### src/rtl/uart_cmd_link.sv
// Two-byte UART command receiver plus one-byte response transmitter, full duplex.
// Latency: cmd_rdy rises 1 clk after the 2nd stop-bit sample; TX start bit begins 1 clk after send_resp.
// Backpressure: none; bytes arriving while cmd_rdy is high are dropped, and send_resp is ignored mid-frame.
module uart_cmd_link #(
  parameter int BAUD_DIV = 2604
) (
  input  logic        clk,
  input  logic        rst_n,
  input  logic        RX,
  output logic        TX,
  output logic [15:0] cmd,
  output logic        cmd_rdy,
  input  logic        clr_cmd_rdy,
  input  logic [7:0]  resp,
  input  logic        send_resp,
  output logic        resp_sent
);

  localparam logic [11:0] FULL = 12'(BAUD_DIV);
  localparam logic [11:0] HALF = 12'(BAUD_DIV / 2);

  typedef enum logic [1:0] {RX_IDLE, RX_START, RX_DATA, RX_STOP} rx_state_t;
  typedef enum logic       {TX_IDLE, TX_XMIT} tx_state_t;

  // receive side
  logic        rx_meta, rx_sync, rx_prev, rx_fall;
  rx_state_t   rx_state, rx_state_nxt;
  logic [11:0] rx_cnt, rx_cnt_nxt;
  logic [2:0]  rx_bit, rx_bit_nxt;
  logic [7:0]  rx_shift, rx_shift_nxt;
  logic        byte_acc;
  logic        byte_idx;
  logic        rdy_pend;
  logic [15:0] idle_cnt;

  // transmit side
  tx_state_t   tx_state, tx_state_nxt;
  logic [11:0] tx_cnt, tx_cnt_nxt;
  logic [3:0]  tx_bit, tx_bit_nxt;
  logic [9:0]  tx_shift, tx_shift_nxt;
  logic        resp_sent_nxt;

  // Bring RX into the clock domain; preset high so reset never looks like a start bit.
  always_ff @(posedge clk or negedge rst_n) begin
    if (!rst_n) begin
      rx_meta <= 1'b1;
      rx_sync <= 1'b1;
      rx_prev <= 1'b1;
    end else begin
      rx_meta <= RX;
      rx_sync <= rx_meta;
      rx_prev <= rx_sync;
    end
  end

  assign rx_fall = rx_prev & ~rx_sync;

  // Receiver state register; counter period is the loaded value (expiry at count 1).
  always_ff @(posedge clk or negedge rst_n) begin
    if (!rst_n) begin
      rx_state <= RX_IDLE;
      rx_cnt   <= '0;
      rx_bit   <= '0;
      rx_shift <= '0;
    end else begin
      rx_state <= rx_state_nxt;
      rx_cnt   <= rx_cnt_nxt;
      rx_bit   <= rx_bit_nxt;
      rx_shift <= rx_shift_nxt;
    end
  end

  // Receiver next-state: half-bit to start centre, then full bits sampled mid-bit.
  always_comb begin
    rx_state_nxt = rx_state;
    rx_cnt_nxt   = rx_cnt;
    rx_bit_nxt   = rx_bit;
    rx_shift_nxt = rx_shift;
    byte_acc     = 1'b0;
    case (rx_state)
      RX_IDLE: begin
        if (rx_fall) begin
          rx_state_nxt = RX_START;
          rx_cnt_nxt   = HALF;
        end
      end
      RX_START: begin
        if (rx_cnt == 12'd1) begin
          if (!rx_sync) begin
            rx_state_nxt = RX_DATA;
            rx_cnt_nxt   = FULL;
            rx_bit_nxt   = 3'd0;
          end else begin
            rx_state_nxt = RX_IDLE;
            rx_cnt_nxt   = '0;
          end
        end else begin
          rx_cnt_nxt = rx_cnt - 12'd1;
        end
      end
      RX_DATA: begin
        if (rx_cnt == 12'd1) begin
          rx_shift_nxt = {rx_sync, rx_shift[7:1]};
          rx_cnt_nxt   = FULL;
          if (rx_bit == 3'd7) rx_state_nxt = RX_STOP;
          else                rx_bit_nxt   = rx_bit + 3'd1;
        end else begin
          rx_cnt_nxt = rx_cnt - 12'd1;
        end
      end
      RX_STOP: begin
        if (rx_cnt == 12'd1) begin
          byte_acc     = rx_sync;
          rx_state_nxt = RX_IDLE;
          rx_cnt_nxt   = '0;
        end else begin
          rx_cnt_nxt = rx_cnt - 12'd1;
        end
      end
      default: rx_state_nxt = RX_IDLE;
    endcase
  end

  // Command assembly, ready flag, and resync of a stranded first byte after 65536 idle clocks.
  always_ff @(posedge clk or negedge rst_n) begin
    if (!rst_n) begin
      cmd      <= '0;
      byte_idx <= 1'b0;
      rdy_pend <= 1'b0;
      cmd_rdy  <= 1'b0;
      idle_cnt <= '0;
    end else begin
      rdy_pend <= 1'b0;
      if (byte_acc && !cmd_rdy && !rdy_pend) begin
        if (!byte_idx) begin
          cmd[15:8] <= rx_shift;
          byte_idx  <= 1'b1;
        end else begin
          cmd[7:0]  <= rx_shift;
          byte_idx  <= 1'b0;
          rdy_pend  <= 1'b1;
        end
      end else if (byte_idx && rx_state == RX_IDLE && idle_cnt == 16'hFFFF) begin
        byte_idx <= 1'b0;
      end

      if (byte_idx && rx_state == RX_IDLE) idle_cnt <= idle_cnt + 16'd1;
      else                                 idle_cnt <= '0;

      if (clr_cmd_rdy)   cmd_rdy <= 1'b0;
      else if (rdy_pend) cmd_rdy <= 1'b1;
    end
  end

  // Transmitter state register; shifter fills with ones so idle TX is its LSB.
  always_ff @(posedge clk or negedge rst_n) begin
    if (!rst_n) begin
      tx_state  <= TX_IDLE;
      tx_cnt    <= '0;
      tx_bit    <= '0;
      tx_shift  <= '1;
      resp_sent <= 1'b0;
    end else begin
      tx_state  <= tx_state_nxt;
      tx_cnt    <= tx_cnt_nxt;
      tx_bit    <= tx_bit_nxt;
      tx_shift  <= tx_shift_nxt;
      resp_sent <= resp_sent_nxt;
    end
  end

  // Transmitter next-state: load frame on send_resp, shift each bit period, flag end of stop bit.
  always_comb begin
    tx_state_nxt  = tx_state;
    tx_cnt_nxt    = tx_cnt;
    tx_bit_nxt    = tx_bit;
    tx_shift_nxt  = tx_shift;
    resp_sent_nxt = 1'b0;
    case (tx_state)
      TX_IDLE: begin
        if (send_resp) begin
          tx_shift_nxt = {1'b1, resp, 1'b0};
          tx_cnt_nxt   = FULL;
          tx_bit_nxt   = 4'd0;
          tx_state_nxt = TX_XMIT;
        end
      end
      TX_XMIT: begin
        if (tx_cnt == 12'd1) begin
          tx_shift_nxt = {1'b1, tx_shift[9:1]};
          tx_cnt_nxt   = FULL;
          if (tx_bit == 4'd9) begin
            tx_state_nxt  = TX_IDLE;
            tx_cnt_nxt    = '0;
            resp_sent_nxt = 1'b1;
          end else begin
            tx_bit_nxt = tx_bit + 4'd1;
          end
        end else begin
          tx_cnt_nxt = tx_cnt - 12'd1;
        end
      end
      default: tx_state_nxt = TX_IDLE;
    endcase
  end

  assign TX = tx_shift[0];

endmodule
### config.mk
export PLATFORM = sky130hd
export DESIGN_NAME = uart_cmd_link
export DESIGN_NICKNAME = d
export VERILOG_FILES = /design/src/rtl/uart_cmd_link.sv
export SDC_FILE = /design/constraint.sdc
export NUM_CORES = 1
export LEC_CHECK = 0
export ABC_AREA = 1
export BUFFER_PORTS_ARGS = -buffer_cell sky130_fd_sc_hd__buf_4
export CORE_UTILIZATION = 65
export CTS_CLUSTER_SIZE = 28
export DETAILED_ROUTE_END_ITERATION = 10
export GPL_TIMING_DRIVEN = 0
export PLACE_DENSITY = 0.85
export SETUP_SLACK_MARGIN = 0.3
export SYNTH_ARGS = -nofsm -noshare
export SYNTH_HDL_FRONTEND = slang
export SYNTH_SLANG_ARGS = --single-unit
### constraint.sdc
create_clock -name clk -period 3.64 [get_ports clk]
set_clock_uncertainty 0.05 [all_clocks]
set_input_delay 0.728 -clock clk [delete_from_list [all_inputs] [get_ports clk]]
set_output_delay 0.728 -clock clk [all_outputs]
set_load 0.02 [all_outputs]
==> qor.csv, run 1 <==
stage;metric;value;unit
worst_setup_path;cp_max_fo;2;
clock_tree;cts_resized;0;
worst_setup_path;worstPathRequired;2.86;ns
yosys;synth.avg_cell_area;8.32;sq um
floorplan;core_area;6830;sq um
drt;drt_first_pass_iters;4;
floorplan;io_pins;32;
drt;vias_per_cell;5.38;
worst_setup_path;cp_top_family;flip-flops;
floorplan;die_area;7450;sq um
worst_setup_path;worst_path_max_delay_cell;dfstp_2;
yosys;ys_types;35;
yosys;synth_fa_ha_area_share;2.44;%
drt;via_count;3757;
drt;met1_length;4.08;mm
hold_path;hp-class;register to register;
clock_tree;cts_setup_buffers;0;
pwr;p_total;2.70;mW
place;postPlaceCellArea;4970;sq um
yosys;yosysSeqAreaShare;49.1;%
clock_tree;path_clk_slew;0.09;ns
final_layout;nets;619;
place;dp_cells;682;
drt;detail_route.iter0.violations;168;
pwr;ir_drop;0.295;mV
pwr;switching_share;37.7;%
drt;final_antenna_net_count;0;
worst_setup_path;start_kind;register;
yosys;syn-num-nets;577;
pwr;power-per-cell-area;523;nW/um^2
global_route;grt_overflow;0;
pwr;switching_power;1.02;mW
yosys;synthMuxAreaShare;1.52;%
yosys;synthSimpleGateAreaFrac;31.0;%
worst_setup_path;worst-endpoint-arrival;1.04;ns
global_route;grt_max_degree;91;
global_route;grt_pass1_wl;15.9;mm
yosys;synth_area;4620;sq um
final_layout;fin_util;75.5;%
yosys;synth_compound_area_share;7.34;%
clock_tree;root_buffer;clkbuf_8;
worst_setup_path;max_stage_delay;0.54;ns
floorplan;die_x;86.3;um
floorplan;die_height;86.3;um
global_route;track_usage;26.9;%
final_layout;layout-drive-gt1-share;17.4;%
floorplan;start_util;67.6;%
floorplan;rows;30;
yosys;yosys_register_bits;90;
sta;slew_headroom;27.0;%
final_layout;finalInstanceArea;5150;sq um
global_route;first_global_vias;3636;
outcome;status;completed;
place;gp_routability_congestion;0.842;
pwr;leakagePower;2.57;nW
place;hpwl;6.43;mm
worst_setup_path;cp-end-kind;output port;
clock_tree;cts_tree;yes;
pwr;internal_power;1.68;mW
sta;rsz0062_at_grt;no;
sta;fmaxAchievable;551;MHz
sta;worst_pin_slew;1.10;ns
yosys;synth_warnings;0;
pwr;clock_power_share;24.0;%
sta;drv_slew;0;
sta;setup_tns;0;ns
clock_tree;h-tree-depth;3;
clock_tree;clockBufferDepth;2;
clock_tree;clk-insertion-delay-late;0.36;ns
global_route;antenna_found_initial;0;
clock_tree;cts-buffers-inserted;9;
clock_tree;ctsHoldBuffers;0;
yosys;yosys.area_share.xor_xnor;2.47;%
pwr;pwr-share-comb;27.6;%
drt;route.detailed.drc;0;
sta;fin_crit_sh;49.9;%
flow_run;drv_cap;0;
pwr;seq_power_share;48.4;%
worst_setup_path;timing.critical_path.buf_inv;1;
drt;wl_met3;263;um
worst_setup_path;cp_cell_sequence;buf_4;
final_layout;syn_to_final_growth;11.6;%
sta;setup_viol;0;
final_layout;antenna_cells;0;
final_layout;nFillCells;486;
clock_tree;clock_sinks;90;
drt;wl_per_cell;13.0;um
worst_setup_path;crit_type;register to output port;
drt;dr_wl_met2;4.56;mm
sta;finalHoldViolCount;0;
drt;drt_wl_total;9.06;mm
place;portBuffers;31;
final_layout;instances_no_fill;698;
yosys;synth_top_family_by_area;simple AND/OR/NAND/NOR gates;
sta;period_needed;1.82;ns
drt;top_layer;met4;
worst_setup_path;r2r_slack;1.83;ns
yosys;synthCells;555;
## worst paths after layout
| check | startpoint | to | cells after the start |
|---|---|---|---|
| max in group asynchronous | rst_n | idle_cnt[6] | 1 |
| hold / removal | rx_meta | rx_sync | 0 |
| setup / recovery | tx_shift[0] | TX | 1 |
| min in group asynchronous | rst_n | tx_cnt[9] | 1 |
| hold reg to reg | rx_meta | rx_sync | 0 |
| setup reg to reg | rx_cnt[1] | cmd[2] | 10 |
## registers in the layout, indices dropped and copies added, names as in the netlist, 3 cells and up, named ones only
name / count
idle_cnt: 16
tx_bit: 4
tx_cnt: 12
rx_shift: 8
cmd: 16
tx_shift: 9
rx_bit: 3
rx_cnt: 12
## cells in the final DEF (no fill, tap or decap), types with 12 or more instances in the layout
cell type / netlist / final
a21oi_1: 18 / 18
buf_4: 2 / 33
dfrtp_1: 78 / 78
dfstp_2: 12 / 12
inv_1: 47 / 47
nand2_1: 163 / 163
nand3_1: 28 / 28
nand4_1: 27 / 27
nor2_1: 60 / 60
o21ai_0: 21 / 21
## layer usage
metal / up-vias / track usage (%)
li1: 1891 / -
met1: 1789 / 34.5
met2: 62 / 46.6
met3: 15 / 4.29
met4: 0 / 9.55
met5: - / 0
## cell families after synthesis
kind of cell,after synthesis
DFF,90
buffers and inverters,66
muxes,7
and+or+nand+nor,312
xor gates and xnor gates,13
adders and majority gates,9
AOI/OAI and AO/OA,58
## power groups by stage
stage	sequential (mW)	clock (mW)	combinational [mW]
global placement	1.31	0	0.702
floorplan	1.29	0	0.591
global route	1.33	0.696	0.856
CTS	1.30	0.660	0.742
finish	1.31	0.648	0.744
detailed placement	1.32	0	0.735
## layout make-up
| cell class | instances | area [sq um] | area share [%] |
|---|---|---|---|
| Clock buffer | 9 | 124 | 2.40 |
| Inverter | 56 | 210 | 4.08 |
| Clock inverter | 7 | 60.1 | 1.17 |
| Timing Repair Buffer | 31 | 233 | 4.51 |
| Buffer | 10 | 73.8 | 1.43 |
| Sequential cell | 90 | 2270 | 44.0 |
| Tap cell | 96 | 120 | 2.33 |
| Multi-Input combinational cell | 399 | 2070 | 40.1 |
## stage by stage
stage	hold slack, ns	worst slack, ns
after floorplan	0.295	2.07
after global placement	0.297	1.88
after detailed placement	0.297	1.85
after CTS	0.310	1.81
after global routing	0.315	1.69
final	0.310	1.82
## cell usage after synthesis (all sizes together)
cell,instances,share of area (%)
xnor2,4,0.76
nand3b,2,0.33
inv,55,4.5
nand4,27,3.7
nand2,169,14
nor3,11,1.5
and3,1,0.14
o21a,1,0.16
or2,3,0.41
ha,9,2.4
o22ai,4,0.54
nor2,69,6.6
nand3,30,3.8
xor2,9,1.7
dfrtp,78,42
o21ai,32,4.2
clkinv,1,0.081
a21oi,18,2.0
dfstp,12,6.8
o21bai,2,0.33
a22oi,1,0.16
mux2i,7,1.5
buf,10,1.6
Note: power is estimated with default switching activity, not from simulation.
==> inputs of run 2 (changes only) <==
--- a/config.mk
+++ b/config.mk
@@ -5,13 +5,13 @@
 export SDC_FILE = /design/constraint.sdc
 export NUM_CORES = 1
 export LEC_CHECK = 0
-export ABC_AREA = 1
+export ABC_AREA = 0
 export BUFFER_PORTS_ARGS = -buffer_cell sky130_fd_sc_hd__buf_4
-export CORE_UTILIZATION = 65
+export CORE_UTILIZATION = 60
 export CTS_CLUSTER_SIZE = 28
 export DETAILED_ROUTE_END_ITERATION = 10
 export GPL_TIMING_DRIVEN = 0
-export PLACE_DENSITY = 0.85
+export PLACE_DENSITY = 0.8
 export SETUP_SLACK_MARGIN = 0.3
 export SYNTH_ARGS = -nofsm -noshare
 export SYNTH_HDL_FRONTEND = slang
==> constraint.sdc (replaced) <==
create_clock -name clk -period 1.75 [get_ports clk]
set_clock_uncertainty 0.05 [all_clocks]
set_input_delay 0.35 -clock clk [delete_from_list [all_inputs] [get_ports clk]]
set_output_delay 0.35 -clock clk [all_outputs]
set_load 0.02 [all_outputs]
==> qor.csv, run 2 <==
stage;metric;value;unit;change
final_layout;layout_commonest_cell;buf_4;;
worst_setup_path;start_kind;register;;
yosys;ys_types;55;;+57%
pwr;ir_drop;0.918;mV;+210%
worst_setup_path;worst-endpoint-arrival;2.78;ns;+1.74 ns
global_route;first_global_vias;3914;;+7.6%
clock_tree;cts_tree;yes;;
yosys;synth_edf_count;0;;unchanged
drt;wl_per_cell;25.3;um;+95%
worst_setup_path;worstPathRequired;1.98;ns;-0.88 ns
worst_setup_path;max_stage_delay;0.46;ns;-0.08 ns
yosys;yosys_register_bits;90;;unchanged
worst_setup_path;cp_max_fo;5;;+3
final_layout;finalInstanceArea;6210;sq um;+20%
global_route;grt_pass1_wl;18.9;mm;+19%
sta;drv_slew;0;;unchanged
drt;detail_route.iter0.violations;403;;+140%
hold_path;hp-class;primary input to register;;
sta;fmaxAchievable;391;MHz;
sta;finalHoldViolCount;0;;unchanged
sta;setup_tns;-28.36;ns;-28.36 ns
clock_tree;clk-insertion-delay-late;0.38;ns;+0.02 ns
floorplan;core_area;6870;sq um;+0.55%
yosys;synth_area_leaders;dfrtp_1, dfstp_2, mux2_2, nor2_1, nand2_1;;
yosys;synth_fa_ha_area_share;2.62;%;+0.18 points
global_route;track_usage;33.6;%;+6.6 points
hold_path;whs_path_depth;1;;+1
yosys;synth_top_cell_by_area;dfrtp_1;;
worst_setup_path;cp-end-kind;register;;
floorplan;die_x;86.6;um;+0.36%
global_route;antenna_found_initial;0;;unchanged
clock_tree;root_buffer;clkbuf_8;;
global_route;grt_overflow;0;;unchanged
final_layout;syn_to_final_growth;44.5;%;
yosys;synth_area;4290;sq um;-7.0%
place;postPlaceCellArea;4890;sq um;-1.6%
place;dp_cells;532;;-22%
worst_setup_path;crit_top_cell;buf_6;;
floorplan;start_util;62.5;%;-5.1 points
drt;via_count;4179;;+11%
clock_tree;ctsHoldBuffers;0;;unchanged
sta;period_needed;2.56;ns;
sta;setup_ws;-0.805;ns;-2.63 ns
yosys;synthSimpleGateAreaFrac;19.3;%;-12 points
sta;setup_viol;67;;+67
worst_setup_path;worst_path_max_delay_cell;or4b_4;;
clock_tree;clock_sinks;90;;unchanged
yosys;synthCells;406;;-27%
yosys;yosysSeqAreaShare;52.8;%;+3.7 points
pwr;power-per-cell-area;1060;nW/um^2;+100%
final_layout;nFillCells;256;;-47%
worst_setup_path;cp_cell_sequence;inv_2, ha_4, or4b_4, buf_6, buf_6, nor4_4, buf_4, clkbuf_16, nand2_4, a31oi_1;;
floorplan;die_area;7500;sq um;+0.72%
place;hpwl;6.05;mm;-6.0%
sta;rsz0062_at_grt;yes;;
yosys;yosysTopAreaCellShare;45.5;%;+3.2 points
sta;fin_crit_sh;146;%;
final_layout;antenna_cells;0;;unchanged
yosys;synth_top_family_by_area;simple AND/OR/NAND/NOR gates;;
place;gp_routability_congestion;0.845;;+0.37%
hold_path;min_from;RX;;
floorplan;io_pins;32;;unchanged
yosys;synth.avg_cell_area;10.6;sq um;+27%
yosys;synth_flop_cell;dfrtp_1;;
sta;slew_headroom;24.9;%;-2.1 points
outcome;status;complete, but fails checks;;
yosys;ys_async_sr_fraction;100;%;unchanged
worst_setup_path;crit_type;register to register;;
final_layout;mostFrequentLayoutCells;buf_4, dfrtp_1, nor2_1;;
pwr;leakagePower;2.79;nW;+8.7%
flow_run;drv_cap;0;;unchanged
worst_setup_path;r2r_slack;-0.81;ns;-2.64 ns
final_layout;layout-drive-gt1-share;50.1;%;+33 points
yosys;post-synth-top-count-cell;dfrtp_1;;
drt;route.detailed.drc;0;;unchanged
yosys;syn-num-nets;428;;-26%
sta;hold-worst-slack;0.0319;ns;-0.278 ns
final_layout;reg_top3;cmd: 16 flops, idle_cnt: 16 flops;;
clock_tree;cts-buffers-inserted;9;;unchanged
final_layout;fin_util;90.3;%;+15 points
final_layout;nets;546;;-12%
worst_setup_path;worst_r2r_endpoint;tx_shift[4];;
yosys;yosys.area_share.xor_xnor;2.86;%;+0.39 points
drt;drt_wl_total;15.8;mm;+74%
sta;worst_pin_slew;1.13;ns;+0.0317 ns
worst_setup_path;worstReg2RegStart;tx_cnt[1];;
yosys;synthMuxAreaShare;7.31;%;+5.8 points
drt;final_antenna_net_count;0;;unchanged
yosys;synth_compound_area_share;12.9;%;+5.5 points
floorplan;rows;30;;unchanged
drt;vias_per_cell;6.69;;+24%
place;portBuffers;30;;-3.2%
clock_tree;h-tree-depth;3;;unchanged
clock_tree;clockBufferDepth;2;;unchanged
yosys;synth_warnings;0;;unchanged
yosys;yosys-top-cells-count;dfrtp_1, nor2_1, nand2_1;;
drt;drt_first_pass_iters;5;;+1
floorplan;die_height;86.6;um;+0.36%
hold_path;min_to;rx_meta;;
worst_setup_path;reg2reg_depth;10;;unchanged
clock_tree;path_clk_slew;0.10;ns;about the same
outcome;violations;negative setup slack;;
final_layout;instances_no_fill;625;;-10%
global_route;grt_max_degree;91;;unchanged
==> run 2: cell count changes in the layout (fill, tap and decap cells not counted), moves of 12 or more <==
| cell | previous run | this run |
|---|---|---|
| mux2_4 | 0 | 17 |
| nand3_1 | 28 | 10 |
| inv_1 | 47 | 4 |
| nand4_1 | 27 | 6 |
| nor2_1 | 60 | 33 |
| nand2_1 | 163 | 26 |
| o21ai_0 | 21 | 4 |
| a21oi_1 | 18 | 6 |
| buf_4 | 33 | 75 |
| buf_6 | 3 | 28 |
==> run 2: worst max-delay path by stage <==
stage / startpoint / endpoint / slack, ns / cells past startpoint
final: tx_cnt[1] / tx_shift[4] / -0.81 / 10
after global routing: tx_cnt[1] / tx_shift[4] / -0.88 / 10
after global placement: tx_cnt[6] / tx_cnt[3] / -0.63 / 7
after floorplan: tx_cnt[6] / tx_cnt[3] / -0.40 / 6
after detailed placement: tx_cnt[6] / tx_cnt[5] / -0.64 / 7
after CTS: tx_cnt[1] / tx_cnt[5] / -0.54 / 7
==> run 2: critical path: cells and delay by family, from the launching register on <==
kind / cells / cell delay, ns
DFF: 1 / 0.42
AOI/OAI and AO/OA: 1 / 0.28
buffers and inverters: 5 / 0.73
adders and majority gates: 1 / 0.12
and+or+nand+nor: 3 / 0.86
==> run 2: timing repair <==
action | CTS | global route
pin swaps | 26 | 44
buffers inserted | 51 | 21
hold endpoints to repair | 0 | 0
cloned | 4 | 1
setup endpoints to repair | 86 | 82
resized for setup | 56 | 79
==> run 2: kinds of logic (layout without fill, tap and decap cells) <==
family | after synthesis | after routing
compound gates | 78 | 79
xor+xnor | 14 | 14
fa+ha+maj | 9 | 9
buf+inv | 24 | 146
flops | 90 | 90
mux | 28 | 28
simple gates | 163 | 163
==> run 2: metal layers <==
layer  routed length [um]  up-vias  track usage, %
met5                    0        -               0
met4                  994        0            20.6
met3                 1160      106            7.81
met2                 8080      308            53.8
met1                 5550     2058            41.5
li1                     -     1707               -
==> run 2: area by class of cell <==
type / instances / area [sq um] / share of cell area (%)
Buffer: 17 / 171 / 2.76
Inverter: 7 / 26.3 / 0.423
Timing Repair Buffer: 106 / 961 / 15.5
Sequential cell: 90 / 2270 / 36.7
Multi-Input combinational cell: 293 / 2480 / 39.9
Tap cell: 96 / 120 / 1.94
Clock buffer: 9 / 124 / 2.00
Clock inverter: 7 / 52.6 / 0.847
==> run 2: power by group <==
group	internal (mW)	switching, mW
clock network	0.527	0.862
registers	2.41	0.522
logic	1.09	1.15
total	4.03	2.53
==> run 2: through the flow <==
step           total power [mW]  setup WS [ns]
2_1_floorplan              3.75         -0.401
3_3_place_gp               4.00         -0.626
3_5_place_dp               4.09         -0.645
4_1_cts                    5.83         -0.538
5_1_grt                    6.75         -0.882
6_report                   6.56         -0.805
==> inputs of run 3 (changes only) <==
--- a/config.mk
+++ b/config.mk
@@ -5,13 +5,13 @@
 export SDC_FILE = /design/constraint.sdc
 export NUM_CORES = 1
 export LEC_CHECK = 0
-export ABC_AREA = 0
+export ABC_AREA = 1
 export BUFFER_PORTS_ARGS = -buffer_cell sky130_fd_sc_hd__buf_4
 export CORE_UTILIZATION = 60
 export CTS_CLUSTER_SIZE = 28
 export DETAILED_ROUTE_END_ITERATION = 10
 export GPL_TIMING_DRIVEN = 0
-export PLACE_DENSITY = 0.8
+export PLACE_DENSITY = 0.79
 export SETUP_SLACK_MARGIN = 0.3
 export SYNTH_ARGS = -nofsm -noshare
 export SYNTH_HDL_FRONTEND = slang
==> qor.csv, run 3 (synthesis gave the netlist of run 1 again) <==
stage;metric;value;unit;change
outcome;status;complete, but fails checks;;
sta;rsz0062_at_grt;yes;;
hold_path;hp-class;primary input to register;;
clock_tree;path_clk_slew;0.11;ns;about the same
pwr;seq_power_share;37.5;%;-7.2 points
pwr;ir_drop;0.760;mV;-17%
sta;fin_crit_sh;104;%;-42 points
floorplan;core_area;7330;sq um;+6.7%
worst_setup_path;r2r_slack;-0.08;ns;+0.73 ns
drt;detail_route.iter0.violations;308;;-24%
place;postPlaceCellArea;4990;sq um;+2.0%
floorplan;die_x;89.7;um;+3.6%
outcome;violations;negative setup slack;;
pwr;power-per-cell-area;1170;nW/um^2;+10%
place;hpwl;6.23;mm;+2.9%
sta;fmaxAchievable;547;MHz;+40%
sta;finalHoldViolCount;0;;unchanged
place;portBuffers;31;;+3.3%
global_route;antenna_found_initial;0;;unchanged
place;gp_routability_congestion;0.885;;+4.7%
clock_tree;cts-buffers-inserted;9;;unchanged
final_layout;reg_top3;cmd: 16 flops, idle_cnt: 16 flops;;
global_route;grt_overflow;0;;unchanged
drt;vias_per_cell;6.01;;-10%
drt;drt_first_pass_iters;5;;unchanged
drt;via_count;4505;;+7.8%
worst_setup_path;cp-end-kind;register;;
global_route;track_usage;29.3;%;-4.3 points
drt;wl_per_cell;19.0;um;-25%
pwr;p_total;7.47;mW;+14%
sta;drv_slew;0;;unchanged
pwr;pwr-share-comb;38.4;%;+4.2 points
worst_setup_path;crit_type;register to register;;
hold_path;min_from;RX;;
drt;final_antenna_net_count;0;;unchanged
floorplan;start_util;63.0;%;+0.48 points
sta;setup_ws;-0.0781;ns;+0.727 ns
final_layout;mostFrequentLayoutCells;nand2_1, dfrtp_1, buf_4;;
clock_tree;h-tree-depth;3;;unchanged
final_layout;syn_to_final_growth;38.9;%;
global_route;grt_max_degree;91;;unchanged
worst_setup_path;cp_max_fo;5;;unchanged
pwr;clock_power_share;24.2;%;+3.0 points
final_layout;antenna_cells;0;;unchanged
pwr;leakagePower;3.05;nW;+9.2%
sta;period_needed;1.83;ns;-0.727 ns
pwr;switching_share;39.4;%;+0.78 points
global_route;first_global_vias;4123;;+5.3%
floorplan;die_area;8050;sq um;+7.4%
pwr;switching_power;2.94;mW;+16%
worst_setup_path;worstPathRequired;2.01;ns;+0.03 ns
floorplan;rows;31;;+3.3%
clock_tree;clock_sinks;90;;unchanged
floorplan;io_pins;32;;unchanged
worst_setup_path;start_kind;register;;
sta;setup_viol;11;;-84%
clock_tree;cts_tree;yes;;
floorplan;die_height;89.7;um;+3.6%
worst_setup_path;worst-endpoint-arrival;2.09;ns;-0.69 ns
final_layout;layout-drive-gt1-share;41.8;%;-8.3 points
pwr;internal_power;4.53;mW;+13%
global_route;grt_pass1_wl;19.0;mm;+0.66%
worst_setup_path;worstReg2RegStart;rx_cnt[10];;
final_layout;nets;668;;+22%
drt;drt_wl_total;14.3;mm;-9.6%
flow_run;drv_cap;0;;unchanged
sta;worst_pin_slew;1.12;ns;-0.00324 ns
clock_tree;clk-insertion-delay-late;0.38;ns;about the same
sta;slew_headroom;25.1;%;+0.22 points
clock_tree;clockBufferDepth;2;;unchanged
drt;route.detailed.drc;0;;unchanged
final_layout;finalInstanceArea;6410;sq um;+3.3%
final_layout;layout_commonest_cell;nand2_1;;
worst_setup_path;crit_start;rx_cnt[10];;
clock_tree;ctsHoldBuffers;0;;unchanged
clock_tree;root_buffer;clkbuf_8;;
final_layout;fin_util;87.5;%;-2.9 points
[run 3: changes by cell type in the layout (fill, tap and decap cells not counted), sizes merged, moves of 12 or more]
| cell | previous run | this run |
|---|---|---|
| mux2 | 27 | 0 |
| nor2 | 43 | 70 |
| inv | 9 | 56 |
| buf | 112 | 85 |
| nand2 | 40 | 169 |
| nand3 | 15 | 32 |
| a31oi | 12 | 0 |
| nand4 | 6 | 27 |
[run 3: power groups by stage]
stage | clock (mW) | sequential, mW | combinational (mW)
final | 1.81 | 2.80 | 2.87
after global routing | 1.87 | 2.82 | 3.09
after CTS | 1.79 | 2.69 | 2.04
after detailed placement | 0 | 2.75 | 1.55
after global placement | 0 | 2.74 | 1.50
after floorplan | 0 | 2.69 | 1.25
[run 3: repair_timing]
item | CTS | global route
pin swaps | 24 | 41
gates resized for setup | 72 | 130
setup buffers | 28 | 14
setup endpoints to repair | 83 | 79
gates cloned | 5 | 2
[run 3: worst paths after layout]
| path | end | cells after the start |
|---|---|---|
| max reg2reg | cmd[5] | 10 |
| min reg2reg | rx_prev | 0 |
| min in group asynchronous | tx_cnt[11] | 1 |
| min | rx_meta | 1 |
| max in group asynchronous | rx_state[0] | 1 |
| max | cmd[5] | 10 |
[run 3: worst max-delay path: stages (launching register included)]
cell and delay, ns:
dfrtp_1 0.45, inv_1 0.19, nand3_4 0.10, nor2_4 0.12, nand2_4 0.09, nor2_4 0.19
buf_12 0.13, buf_16 0.10, buf_6 0.09, nand4_1 0.10, nand2_1 0.14
[run 3: per-stage QoR]
| stage | setup WS, ns | hold slack (ns) | setup TNS, ns | instances |
|---|---|---|---|---|
| after floorplan | 0.227 | 0.00441 | 0 | 555 |
| after global placement | 0.0648 | 0.306 | 0 | 685 |
| after detailed placement | -0.00723 | 0.306 | -0.00723 | 685 |
| after CTS | 0.105 | 0.0233 | 0 | 734 |
| after global routing | -0.193 | 0.0270 | -2.44 | 750 |
| final | -0.0781 | 0.0259 | -0.335 | 750 |
[run 3: cell type report]
cell class                 instances  area [sq um]
multi-input combinational        402          2680
sequential                        90          2280
fill                             328           917
timing repair buffer              77           747
inverter                          56           231
clock inverter                     7           125
clock buffer                       9           124
tap                               99           124
buffer                            10           103
[run 3: routing by layer]
layer  up-vias  track usage [%]  part of all wire, %
li1       1989                -                    -
met1      2212             37.3                   39
met2       244             50.1                   51
met3        60             4.23                  6.1
met4         0             12.6                  3.9
met5         -                0                    0
